===== config.mk =====
export PLATFORM = sky130hd
export DESIGN_NAME = cordic_gain_comp
export DESIGN_NICKNAME = d
export VERILOG_FILES = /design/src/rtl/cordic_pkg.sv /design/src/rtl/cordic_shift_add_mul.sv /design/src/rtl/cordic_gain_comp.sv
export SDC_FILE = /design/constraint.sdc
export NUM_CORES = 1
export LEC_CHECK = 0
export ABC_AREA = 1
export CORE_MARGIN = 1.5
export CORE_UTILIZATION = 40
export DETAILED_ROUTE_END_ITERATION = 8
export HOLD_SLACK_MARGIN = 0.05
export MAX_ROUTING_LAYER = met4
export PLACE_DENSITY = 0.64
export SYNTH_ARGS = -nofsm -noshare
export SYNTH_HDL_FRONTEND = slang
export SYNTH_SLANG_ARGS = --single-unit

===== constraint.sdc =====
create_clock -name clk -period 2.2 [get_ports clk]
set_clock_uncertainty 0.15 [all_clocks]
set_input_delay 0.33 -clock clk [delete_from_list [all_inputs] [get_ports clk]]
set_output_delay 0.33 -clock clk [all_outputs]
set_load 0.005 [all_outputs]

===== src/rtl/cordic_pkg.sv =====
// Shared Q16.16 constants and FSM state encoding for the CORDIC gain compensation block.
package cordic_pkg;

  localparam int CORDIC_WIDTH = 32;
  localparam int CORDIC_FRAC  = 16;
  localparam int CORDIC_K_INV = 39797;  // 0.607253 in unsigned Q0.16

  typedef enum logic [1:0] {
    IDLE = 2'd0,
    MUL  = 2'd1,
    DONE = 2'd2
  } cordic_state_t;

endpackage


===== src/rtl/cordic_shift_add_mul.sv =====
// Signed-by-unsigned serial shift-add multiplier, one multiplier bit per cycle, LSB first.
// start loads the operands; done is high during the last iteration, when product is final.
module cordic_shift_add_mul
  import cordic_pkg::*;
#(
  parameter int WIDTH = CORDIC_WIDTH,
  parameter int FRAC  = CORDIC_FRAC
) (
  input  logic                          clk,
  input  logic                          rst_n,
  input  logic                          start,
  input  logic signed [WIDTH-1:0]       a,
  input  logic        [FRAC-1:0]        b,
  output logic                          done,
  output logic signed [WIDTH+FRAC-1:0]  product
);

  localparam int ACC_W = WIDTH + FRAC;
  localparam int CNT_W = $clog2(FRAC + 1);

  logic signed [ACC_W-1:0] mcand_p0;
  logic signed [ACC_W-1:0] acc_p0;
  logic signed [ACC_W-1:0] acc_nxt;
  logic        [FRAC-1:0]  mplier_p0;
  logic        [CNT_W-1:0] cnt_p0;
  logic                    run;
  logic                    last;

  // Partial-product add for the current multiplier bit and last-iteration detect.
  always_comb begin
    last    = run && (cnt_p0 == CNT_W'(FRAC - 1));
    acc_nxt = mplier_p0[0] ? (acc_p0 + mcand_p0) : acc_p0;
    done    = last;
    product = acc_nxt;
  end

  // Load operands on start, then shift the multiplicand up and the multiplier down each cycle.
  always_ff @(posedge clk or negedge rst_n) begin
    if (!rst_n) begin
      mcand_p0  <= '0;
      acc_p0    <= '0;
      mplier_p0 <= '0;
      cnt_p0    <= '0;
      run       <= 1'b0;
    end else if (start) begin
      mcand_p0  <= {{FRAC{a[WIDTH-1]}}, a};
      acc_p0    <= '0;
      mplier_p0 <= b;
      cnt_p0    <= '0;
      run       <= 1'b1;
    end else if (run) begin
      acc_p0    <= acc_nxt;
      mcand_p0  <= mcand_p0 <<< 1;
      mplier_p0 <= mplier_p0 >> 1;
      cnt_p0    <= cnt_p0 + CNT_W'(1);
      if (last) run <= 1'b0;
    end
  end

endmodule


===== src/rtl/cordic_gain_comp.sv =====
// CORDIC gain compensation: scales x and y by K_CONST (Q0.FRAC) with two serial multipliers,
// passes z through a register, and handshakes with valid/ready on both sides.
// Build option: define CORDIC_GAIN_ROUND_EN to round half up instead of truncating.
module cordic_gain_comp
  import cordic_pkg::*;
#(
  parameter int WIDTH   = CORDIC_WIDTH,
  parameter int FRAC    = CORDIC_FRAC,
  parameter int K_CONST = CORDIC_K_INV
) (
  input  logic                    clk,
  input  logic                    rst_n,
  input  logic                    in_valid,
  output logic                    in_ready,
  input  logic signed [WIDTH-1:0] x_in,
  input  logic signed [WIDTH-1:0] y_in,
  input  logic signed [WIDTH-1:0] z_in,
  output logic                    out_valid,
  input  logic                    out_ready,
  output logic signed [WIDTH-1:0] x_out,
  output logic signed [WIDTH-1:0] y_out,
  output logic signed [WIDTH-1:0] z_out,
  output logic                    busy
);

  localparam int ACC_W = WIDTH + FRAC;
  localparam logic [FRAC-1:0] K_BITS = FRAC'(K_CONST);

`ifdef CORDIC_GAIN_ROUND_EN
  localparam logic signed [ACC_W-1:0] HALF = ACC_W'(1) << (FRAC - 1);
`endif

  cordic_state_t           state;
  cordic_state_t           state_nxt;
  logic                    accept;
  logic                    x_done;
  logic                    y_done;
  logic                    mul_done;
  logic signed [ACC_W-1:0] x_prod;
  logic signed [ACC_W-1:0] y_prod;
  logic signed [WIDTH-1:0] z_p0;

  // Drop the fractional bits of a full-precision product (optionally rounding half up first).
  function automatic logic signed [WIDTH-1:0] scale(input logic signed [ACC_W-1:0] p);
`ifdef CORDIC_GAIN_ROUND_EN
    return WIDTH'((p + HALF) >>> FRAC);
`else
    return WIDTH'(p >>> FRAC);
`endif
  endfunction

  cordic_shift_add_mul #(.WIDTH(WIDTH), .FRAC(FRAC)) u_mul_x (
    .clk     (clk),
    .rst_n   (rst_n),
    .start   (accept),
    .a       (x_in),
    .b       (K_BITS),
    .done    (x_done),
    .product (x_prod)
  );

  cordic_shift_add_mul #(.WIDTH(WIDTH), .FRAC(FRAC)) u_mul_y (
    .clk     (clk),
    .rst_n   (rst_n),
    .start   (accept),
    .a       (y_in),
    .b       (K_BITS),
    .done    (y_done),
    .product (y_prod)
  );

  // Handshake outputs and next-state selection.
  always_comb begin
    state_nxt = state;
    in_ready  = (state == IDLE);
    out_valid = (state == DONE);
    busy      = (state == MUL);
    accept    = in_valid && (state == IDLE);
    mul_done  = x_done && y_done;
    case (state)
      IDLE:    if (accept)    state_nxt = MUL;
      MUL:     if (mul_done)  state_nxt = DONE;
      DONE:    if (out_ready) state_nxt = IDLE;
      default:                state_nxt = IDLE;
    endcase
  end

  // State register.
  always_ff @(posedge clk or negedge rst_n) begin
    if (!rst_n) state <= IDLE;
    else        state <= state_nxt;
  end

  // Capture z on accept; load all three outputs on the final multiply iteration and hold them.
  always_ff @(posedge clk or negedge rst_n) begin
    if (!rst_n) begin
      z_p0  <= '0;
      x_out <= '0;
      y_out <= '0;
      z_out <= '0;
    end else begin
      if (accept) z_p0 <= z_in;
      if (state == MUL && mul_done) begin
        x_out <= scale(x_prod);
        y_out <= scale(y_prod);
        z_out <= z_p0;
      end
    end
  end

endmodule


==> metrics <==
outcome finished, violations left; failing checks setup timing; largest cells by area after synthesis dfrtp_1 39%, nand2_1 22%, inv_1 10%, nand3_1 6.3%, ha_1 5.3%; vias in the first global route 23.6k; Setup Crit Path Kind reg -> reg; Internal 29500 uW; Final Cycle Share 106%; via count 24.6k; Logic pwr share 65.1%; Die ar. 59700 sq um; Worst-Skew Late Latency 0.60 ns; Core Area 57600 sq um; Total Wirelength 82000 microns; Leak Pwr 0.0182 uW; input/output buffers 198; VDD IR max 0.815 mV; Initial DRC Count 1474; Total Neg Setup Slack -2.32 ns; top-area cell type share of the netlist area 39.3%; Final setup violation count 46; global placer's final weighted congestion 1.00; Pwr per Cell Area 1560 nW/um^2; Hold Path Class in -> reg; Final #Nets 4333; sequential cell fraction of total power 21.1%; Die W 244 microns; max cap viols 0; most common cell in the netlist nand2_1; Yosys warning count 0; final core occ 61.0%; grt ovf 0; Place WS -0.268 ns; largest net degree at the start of global routing 60; total track usage 26.5%; Fin. Hold Viols 0; Detail Route Antenna Nets 0; # rows 88; Reg clk slew, reported paths 0.06 ns; max-slew violations 0; Post-synth EDFFs 0; flops & latches, synth 366; fillers 5040; H-tree depth 2; Worst EP arrival 2.64 ns; Primary FF master, synth dfrtp_1; Post-synth top cells 1383 x nand2_1, 618 x inv_1, 366 x dfrtp_1; CTS max path bufs 3; worst hold margin 0.134 ns; placed cells 4777; Critical Path End Type register; Final min period 2.32 ns; power share of the clock group 13.7%; post-synth top area cell dfrtp_1; Inserted Clock Buffers 42; Die H 244 microns; DR vias/cell 5.00; post-synthesis async set-or-reset flop share 100%; initial antenna violation count 0; P_sw 25500 uW; Antenna Cells 0; layout cells sized above 1 31.4%; Post-Syn Area 23300 sq um; switch share 46.4%; Yosys cell types 36; Layout Cells excl Fill 4930; Root Driver clkbuf_16; CTS Sinks 366; final worst slack -0.122 ns; Rel. slew slack 59.9%; CP Launch Type register; Critical Path RT 2.52 ns; area grow syn2layout 50.8%; Slew @ Worst Pin 0.601 ns; CTS tree yes; HPWL Detailed 56800 microns; RSZ-0062 raised after global routing yes; sequential share of the synthesized area 39.3%; WL/cell 16.6 microns; Max Fclk 0.431 GHz; DRC Markers 0; Critical Path Fanout Max 2; syn_nets 3725; first-pass GRT wire length 123000 microns; TritonRoute pass-1 iters 7; Synth Instances 3525; starting density of the core 40.4%; I/O pin count 199; syn avg cell area 6.60 sq um
[per-stage QoR]
stage / instance area, sq um / total power [uW]
5_1_grt: 35100 / 59000
3_5_place_dp: 29000 / 37900
6_report: 35100 / 54900
4_1_cts: 32100 / 48600
3_3_place_gp: 29000 / 37600
2_1_floorplan: 23300 / 26700
[state kept, by name (all words and copies together), names as in the netlist, 2 cells and up]
signal             flops
x_out                 32
u_mul_x.cnt_p0         5
u_mul_x.mplier_p0     16
y_out                 32
u_mul_x.mcand_p0      48
state                  2
u_mul_y.cnt_p0         5
z_out                 32
u_mul_y.mplier_p0     16
u_mul_y.acc_p0        48
u_mul_x.acc_p0        48
z_p0                  32
u_mul_y.mcand_p0      48
[layer usage]
layer  vias up  global-route usage (%)  wire (microns)  share of wire [%]
li1      12100                       -               -                  -
met1     11700                    32.9           34600                 42
met2       660                    44.9           40600                 49
met3       196                    3.34            3620                4.4
met4         0                    8.22            3140                3.8
met5         -                       -               0                  0
[power groups by stage]
stage / registers [uW] / logic, uW / clock network (uW)
final: 11600 / 35800 / 7550
after detailed placement: 11000 / 27000 / 0
after CTS: 11300 / 29600 / 7690
after global routing: 11900 / 39200 / 7970
after floorplan: 10500 / 16200 / 0
after global placement: 10900 / 26600 / 0
[cell type report]
cell class              count  area (sq um)  share of cell area, %
well taps                 765           957                   2.73
repair buffers            658          5920                   16.9
clock buffers              57          1220                   3.47
flip-flops and latches    366          9170                   26.1
multi-input cells        2439         15200                   43.3
clock inverters            19           263                  0.748
inverters                 626          2370                   6.74
[what timing repair did]
item,4_1_cts,5_1_grt
setup endpoints to repair,134,158
buffers inserted,18,54
hold buffers,1,0
endpoints found under the hold margin,296,0
gates cloned,0,5
pin swaps,43,231
resized for setup,295,657
[cell usage in the layout, fill, tap and decap left out, types with 22 or more instances in the layout]
master | netlist | layout
nand2_4 | 0 | 71
buf_4 | 2 | 403
nor2_1 | 219 | 110
or2_2 | 40 | 40
clkbuf_16 | 0 | 47
inv_2 | 6 | 42
o22ai_1 | 32 | 32
nor2_2 | 1 | 61
o21ai_0 | 151 | 112
clkdlybuf4s50_1 | 0 | 194
o211ai_1 | 22 | 22
nand3_2 | 0 | 97
a21oi_1 | 80 | 40
nand2_1 | 1383 | 1106
dfrtp_1 | 366 | 354
a21oi_2 | 0 | 34
nand4_1 | 26 | 26
buf_12 | 0 | 22
ha_4 | 0 | 88
o21ai_1 | 3 | 28
nand2_2 | 1 | 205
nor2_4 | 5 | 54
buf_6 | 0 | 28
nand3_1 | 291 | 174
inv_1 | 618 | 577
[worst max-delay path, stage by stage (launching register included)]
cell and delay, ns:
dfrtp_1 0.38, ha_2 0.20, fa_2 0.37, nand3_2 0.08, nand3_2 0.12, nand2_2 0.11, nand2_2 0.07, nand2_2 0.09
nand3_4 0.07, buf_6 0.14, nand2_2 0.06, nand2_1 0.05, nand2_1 0.06, nand3_1 0.09, nand3_1 0.09, nand2_1 0.05
[logic make-up after synthesis]
| group | count (synthesis) | synth area share (%) |
|---|---|---|
| buffers and inverters | 720 | 11.8 |
| AND/OR/NAND/NOR | 1989 | 34.7 |
| AO/OA/AOI/OAI | 336 | 8.19 |
| adder cells (fa/ha/maj) | 100 | 5.44 |
| XOR/XNOR | 14 | 0.527 |
| flip-flops | 366 | 39.3 |
[worst paths after layout]
kind,cells past startpoint,endpoint,from,slack (ns)
max in group asynchronous,3,z_out[21],rst_n,1.03
setup reg to reg,15,u_mul_x.acc_p0[40],u_mul_x.acc_p0[0],-0.12
min in group asynchronous,2,z_out[30],rst_n,0.16
setup / recovery,15,u_mul_x.acc_p0[40],u_mul_x.acc_p0[0],-0.12
hold / removal,3,z_p0[19],z_in[19],0.13
hold reg to reg,2,z_out[23],z_p0[23],0.31
Note: power is estimated with default switching activity, not from simulation.
